## src/rtl/core_run_ctrl.sv

```systemverilog
// core_run_ctrl: sequences one test-program run on a core.
// It holds the core in reset, releases it, and watches the PC for the halt
// address or an exhausted cycle budget. It then parks the core in reset
// and keeps the run status until the next start.
module core_run_ctrl #(
    parameter int RST_CYCLES = 2
) (
    input  logic        clk,
    input  logic        reset,
    input  logic        start,
    input  logic        abort,
    input  logic [31:0] halt_addr,
    input  logic [31:0] max_cycles,
    input  logic [31:0] exp_result,
    input  logic [31:0] PC,
    input  logic [31:0] result,
    output logic        core_reset,
    output logic        busy,
    output logic        done,
    output logic        timed_out,
    output logic        pass,
    output logic [31:0] cycles,
    output logic [31:0] final_pc
);

    typedef enum logic [2:0] {
        IDLE     = 3'd0,
        RST_CORE = 3'd1,
        RUN      = 3'd2,
        DONE     = 3'd3,
        TMO      = 3'd4
    } state_t;

    state_t      state;
    state_t      state_nxt;
    logic [7:0]  rst_cnt;
    logic [31:0] halt_q;
    logic [31:0] max_q;
    logic [31:0] exp_q;
    logic        start_acc;
    logic        halt_hit;
    logic        budget_hit;

    // Cycle counter increment that sticks at all-ones instead of wrapping.
    function automatic logic [31:0] sat_inc(input logic [31:0] v);
        return (v == 32'hFFFF_FFFF) ? v : v + 32'd1;
    endfunction

    // The PC is only compared while the core is actually running.
    assign halt_hit   = (state == RUN) && (PC == halt_q);
    // A zero budget disables the timeout.
    assign budget_hit = (state == RUN) && (max_q != 32'd0) && (cycles == max_q - 32'd1);
    assign start_acc  = start && ((state == IDLE) || (state == DONE) || (state == TMO));

    // Next-state logic: abort beats halt, halt beats timeout.
    always_comb begin
        state_nxt = state;
        case (state)
            IDLE, DONE, TMO: begin
                if (start) state_nxt = RST_CORE;
            end
            RST_CORE: begin
                if (abort)                state_nxt = IDLE;
                else if (rst_cnt == 8'd0) state_nxt = RUN;
            end
            RUN: begin
                if (abort)           state_nxt = IDLE;
                else if (halt_hit)   state_nxt = DONE;
                else if (budget_hit) state_nxt = TMO;
            end
            default: state_nxt = IDLE;
        endcase
    end

    // State register.
    always_ff @(posedge clk) begin
        if (reset) state <= IDLE;
        else       state <= state_nxt;
    end

    // Core-reset hold counter, loaded when a run is accepted.
    always_ff @(posedge clk) begin
        if (reset) begin
            rst_cnt <= 8'd0;
        end else if (start_acc) begin
            rst_cnt <= 8'(RST_CYCLES - 1);
        end else if ((state == RST_CORE) && (rst_cnt != 8'd0)) begin
            rst_cnt <= rst_cnt - 8'd1;
        end
    end

    // core_reset and busy are flops decoded from the next state.
    always_ff @(posedge clk) begin
        if (reset) begin
            core_reset <= 1'b1;
            busy       <= 1'b0;
        end else begin
            core_reset <= (state_nxt != RUN);
            busy       <= (state_nxt == RST_CORE) || (state_nxt == RUN);
        end
    end

    // Run configuration latch and sticky run status.
    always_ff @(posedge clk) begin
        if (reset) begin
            halt_q    <= 32'd0;
            max_q     <= 32'd0;
            exp_q     <= 32'd0;
            done      <= 1'b0;
            timed_out <= 1'b0;
            pass      <= 1'b0;
            cycles    <= 32'd0;
            final_pc  <= 32'd0;
        end else if (start_acc) begin
            halt_q    <= halt_addr;
            max_q     <= max_cycles;
            exp_q     <= exp_result;
            done      <= 1'b0;
            timed_out <= 1'b0;
            pass      <= 1'b0;
            cycles    <= 32'd0;
            final_pc  <= 32'd0;
        end else if (state == RST_CORE) begin
            if (abort) begin
                done      <= 1'b0;
                timed_out <= 1'b0;
                pass      <= 1'b0;
            end
        end else if (state == RUN) begin
            // Every clock spent in RUN counts, including the one that leaves it.
            cycles <= sat_inc(cycles);
            if (abort) begin
                done      <= 1'b0;
                timed_out <= 1'b0;
                pass      <= 1'b0;
            end else if (halt_hit) begin
                done     <= 1'b1;
                pass     <= (result == exp_q);
                final_pc <= PC;
            end else if (budget_hit) begin
                timed_out <= 1'b1;
                pass      <= 1'b0;
                final_pc  <= PC;
            end
        end
    end

endmodule

```

## config.mk

```make
export PLATFORM = sky130hd
export DESIGN_NAME = core_run_ctrl
export DESIGN_NICKNAME = d
export VERILOG_FILES = /design/src/rtl/core_run_ctrl.sv
export SDC_FILE = /design/constraint.sdc
export NUM_CORES = 1
export LEC_CHECK = 0
export ABC_AREA = 1
export ABC_CLOCK_PERIOD_IN_PS = 4200
export CAP_MARGIN = 5
export CORE_MARGIN = 1
export CORE_UTILIZATION = 47
export CTS_BUF_LIST = sky130_fd_sc_hd__clkbuf_4 sky130_fd_sc_hd__clkbuf_8
export DETAILED_ROUTE_END_ITERATION = 7
export DONT_BUFFER_PORTS = 1
export GPL_ROUTABILITY_DRIVEN = 0
export GPL_TIMING_DRIVEN = 0
export MAX_ROUTING_LAYER = met4
export PLACE_DENSITY = 0.72
export SLEW_MARGIN = 10
export SYNTH_ARGS = -nofsm -noshare
export SYNTH_HDL_FRONTEND = slang
export SYNTH_SLANG_ARGS = --single-unit
```

## constraint.sdc

```tcl
create_clock -name clk -period 4.2 [get_ports clk]
set_input_delay 0.84 -clock clk [delete_from_list [all_inputs] [get_ports clk]]
set_output_delay 0.84 -clock clk [all_outputs]
set_load 0.03 [all_outputs]
```

* After elaboration in Yosys (flattened, before gate mapping) *
Cells that the tools add are included.

operators by class
  equality and inequality tests = 16
  multiplexer cells = 26
  reduce and logical (&&, ||, !) cells = 22
  add/sub/neg operators = 3
  bitwise operators = 3

operators with widths
  operator                                             number
  equality test 32 bit                                 3
  2-to-1 mux 32 bit                                    2
  adder 32 x 1 -> 32 bit, second input constant        1
  equality test 32 bit, second input constant          1
  nonzero test 32 bit                                  1
  subtractor 32 x 1 -> 32 bit, second input constant   1
  2-to-1 mux 3 bit                                     6
  2-to-1 mux 1 bit                                     17
  equality test 3 x 2 -> 1 bit, second input constant  3
  != test 3 bit, second input constant                 3
  one-hot mux 3 bit (3 select lines)                   1
  AND reduction 3 bit                                  3
  logical NOT 8 bit                                    1
  AND reduction 4 bit                                  2
  nonzero test 8 bit                                   1
  subtractor 8 x 1 -> 8 bit, second input constant     1
  equality test 3 x 1 -> 1 bit, second input constant  2
  nonzero test 2 bit                                   3
  logical AND 1 bit                                    5
  != test 4 bit, second input constant                 1
  equality test 3 bit, second input constant           1
  logical NOT 3 bit                                    1
  logical OR 1 bit                                     3
  != test 3 x 2 -> 1 bit, second input constant        1
  4 further kinds                                      6

word-level totals
  bits in registers = 176
  logic and storage cells = 83
  input bits = 164

* Longest topological paths before layout *
  word-level depth = 9
  mapped depth = 20

* Worst setup path before layout *
OpenSTA, ideal clock, no wires.

  path type = input to register
  start point = input port PC[16]
  end point = register final_pc[10]
  slack = 1980 ps
  cell stages on the path = 12
  library setup time = 114 ps
  buffers on the path = 1
  data required time = 4086 ps
  arrival = 2106 ps
  cell sequence = xor2_1 inv_1 nand2_1 nor3b_1 nand4_1 nor2b_1 nand2_1 nand2_4 inv_4 buf_6 nor2_2 nor2_1

between the ends
  word-level cells in the longest chain between the ends = 4

RTL lines
  item                           RTL line  RTL
  start: declaration             15        input logic [31:0] PC,
  equality test 32 bit *         50        assign halt_hit = (state == RUN) && (PC == halt_q);
  logical AND 1 bit *            50
  nonzero test 2 bit (no line)   -
  AND reduction 4 bit (no line)  -
  end signal: assignment         113       final_pc <= 32'd0;
  end signal: assignment         122       final_pc <= 32'd0;
  end signal: assignment         139       final_pc <= PC;
  end: declaration               23        output logic [31:0] final_pc

Every way passes the cells marked *; elsewhere a longest branch is shown, timed or not.
A chain may end at the register's enable or synchronous reset.

* Worst setup path in the final report *
  start point = register max_q[0]
  end point = register final_pc[18]

between the ends
  word-level cells in the longest chain between the ends = 5

RTL lines
  item                                                                RTL line  RTL
  start: declaration                                                  38        logic [31:0] max_q;
  start signal: assignment                                            116       max_q <= max_cycles;
  subtractor 32 x 1 -> 32 bit or nonzero test 32 bit (tied branches)  52        assign budget_hit = (state == RUN) && (max_q != 32'd0) && (cycles == max_q - 32'd1);
  equality test 32 bit or logical AND 1 bit (tied branches)           52
  logical AND 1 bit *                                                 52
  nonzero test 2 bit (no line) *                                      -
  AND reduction 4 bit (no line) *                                     -

Marks and branches as above.

==> out/results.ini <==
[clock_tree]
cts_tree=yes
cts.repair.resized=0
cts_max_level=4
cts.clk_slew.worst_paths_ns=0.12
cts_setup_buffers=0
hold_buffers=0
clk_path_buf_depth=2
cts_sinks=176
cts_buffers=17
cts_root_buf=clkbuf_8
clkLatencyLatePin_ns=0.49

[worst_setup_path]
path_depth=16
rr_worst_depth=16
path_cells=inv_2, ha_1, nand2_2, nor2_4, nand3_2, o21ai_0, nand2_1, nand2_1, nand4_1, nor2_2, nand3_2, nand2_4, inv_4, buf_6, nor2_2, nor2_1
regToRegStartpoint=max_q[0]$_SDFFE_PP0P_
cp-startpoint=max_q[0]$_SDFFE_PP0P_
crit_path_max_incr_delay_ns=0.33
critPathKind=reg -> reg
crit_buf_inv=3
worstSetupStartpointType=flip-flop
worstSetupEndpointType=flip-flop
arrival_ns=3.18
crit_family=simple AND/OR/NAND/NOR gates
worst_path_max_delay_cell=dfxtp_1
cp.required_ns=4.57
path_max_fanout=10

[routing]
wirelength_mm=28.7
wl_per_cell_um=17.0
avgViaCountPerCell=5.37
ant_nets=0
dr_total_vias=9065
drt_iter0_markers=613
first_pass_iters=5
drcViolationCount=0

[power_and_ir_drop]
p_sw_share_pct=36.4
p_seq_share_pct=47.5
ir_worst_vdd_v=0.000215
p_leak_nw=4.31
power.density_nw_per_um2=393
p_int_mw=2.57
power_frac_clock_pct=31.7
p_comb_share_pct=20.9
p_sw_mw=1.47

[floorplanning]
fp-row-count=51
start_util_pct=48.3
ios=233
core_area_um2=19700
dieArea_um2=20800
die_x_um=144
die_h_um=144

[layout]
fill_cells=1996
drive_above_1_share_pct=7.20
syn_to_final_growth_pct=8.43
fin_nets=1571

[sta]
maxSlewViolCount=0
setup_viol=0
rsz0062_at_grt=false
worst_pin_slew_ns=0.689
slew_headroom_pct=52.9
max_freq_mhz=356
skew_ns=0.0236
period_needed_ns=2.81
finalHoldViolCount=0
final.setup.tns_ns=0
setup_ws_ns=1.39
fin_crit_sh_pct=66.9

[worst_hold_path]
hold_class=in -> reg
hp-start=PC[24]
holdPathStages=2

[synth]
yosys_warnings=0
ys_async_sr_fraction_pct=0
syn_nets=1552
yosys.cell_types.count=39
synth_seq_area_share_pct=37.1
synth.most_common_cell=nor2_1
synth_area_um2=9490
synth_edf_count=0
synth_area_leaders=dfxtp_1, nor2_1, nand2_1, o21ai_0, inv_1
yosys.area.top_type=dfxtp_1
synth_area_per_cell_um2=6.85
synth_seq_cells=176
yosys-top-cells-count=nor2_1, nand2_1, dfxtp_1
syn_inst=1384
synthDominantCellAreaShare_pct=37.1
ys.flop_type=dfxtp_1

[global_routing]
grt_pass1_vias=8635
grt_pass1_wl_mm=44.3
grt_use_total_pct=29.1
grt_start_max_net_pins=23
antenna_found_initial=4
gr-total-overflow=0

[placement]
dpl.hpwl_mm=22.8
place_ws_ns=1.32
portBuffers=0

[status]
status=finished, final reports clean

[job]
maxCapViolCount=0

## layout by cell type (no fill, tap or decap), drive strengths merged, types with 32 or more instances in the layout
cell type and instances:
nand4 33, a21oi 94, xnor2 44, nand3 52, xor2 48, o21ai 115
inv 138, nand2 236, o21bai 32, clkbuf 58, nor2 292, dfxtp 176
## sequential cells by signal (all words and copies together) (netlist names)
name,flops
cycles,32
exp_q,32
halt_q,32
rst_cnt,8
max_q,32
timed_out,1
final_pc,32
busy,1
state,3
pass,1
done,1
core_reset,1
## per-stage QoR
step	cells	instance area [µm²]	hold WS [ns]	util, %	total power [mW]
after global routing	1685	10300	0.448	52.3	4.26
final	1687	10300	0.467	52.3	4.04
after detailed placement	1649	9820	0.454	50.0	2.78
after CTS	1681	10300	0.449	52.3	4.05
after floorplan	1384	9490	0.432	-	2.56
after global placement	1649	9820	0.447	50.0	2.76
## metal layers
metal	global-route usage [%]	share of wire, %
met1	33.5	41
met2	47.2	46
met4	12.6	3.1
met5	-	0
met3	8.01	9.5
## final cells by class
cell class / count / area [µm²] / area share, %
diodes: 6 / 15.0 / 0.146
well taps: 265 / 332 / 3.22
flip-flops and latches: 176 / 3520 / 34.3
plain buffers: 55 / 262 / 2.54
clock inverters: 15 / 219 / 2.13
multi-input cells: 1021 / 5200 / 50.6
clock buffers: 17 / 234 / 2.27
inverters: 132 / 498 / 4.84
## path summary, 6_finish.rpt
check | to | slack, ns
worst max-delay path | final_pc[18]$_SDFFE_PP0P_ | 1.39
worst min-delay path | final_pc[24]$_SDFFE_PP0P_ | 0.47
worst max register to register | final_pc[18]$_SDFFE_PP0P_ | 1.39
worst min register to register | exp_q[7]$_SDFFE_PP0P_ | 0.47
## power by group through the flow
stage / logic, mW / clock network (mW) / registers, mW
floorplan: 0.650 / 0 / 1.91
global placement: 0.811 / 0 / 1.95
detailed placement: 0.829 / 0 / 1.95
CTS: 0.834 / 1.30 / 1.91
global route: 0.954 / 1.38 / 1.93
finish: 0.844 / 1.28 / 1.92
## cell families after synthesis
group / share of synthesized area [%]
xor+xnor: 8.73
flops: 37.1
fa+ha+maj: 0.528
buf+inv: 8.01
simple gates: 31.7
compound gates: 13.9
(Power assumes the default switching activity.)
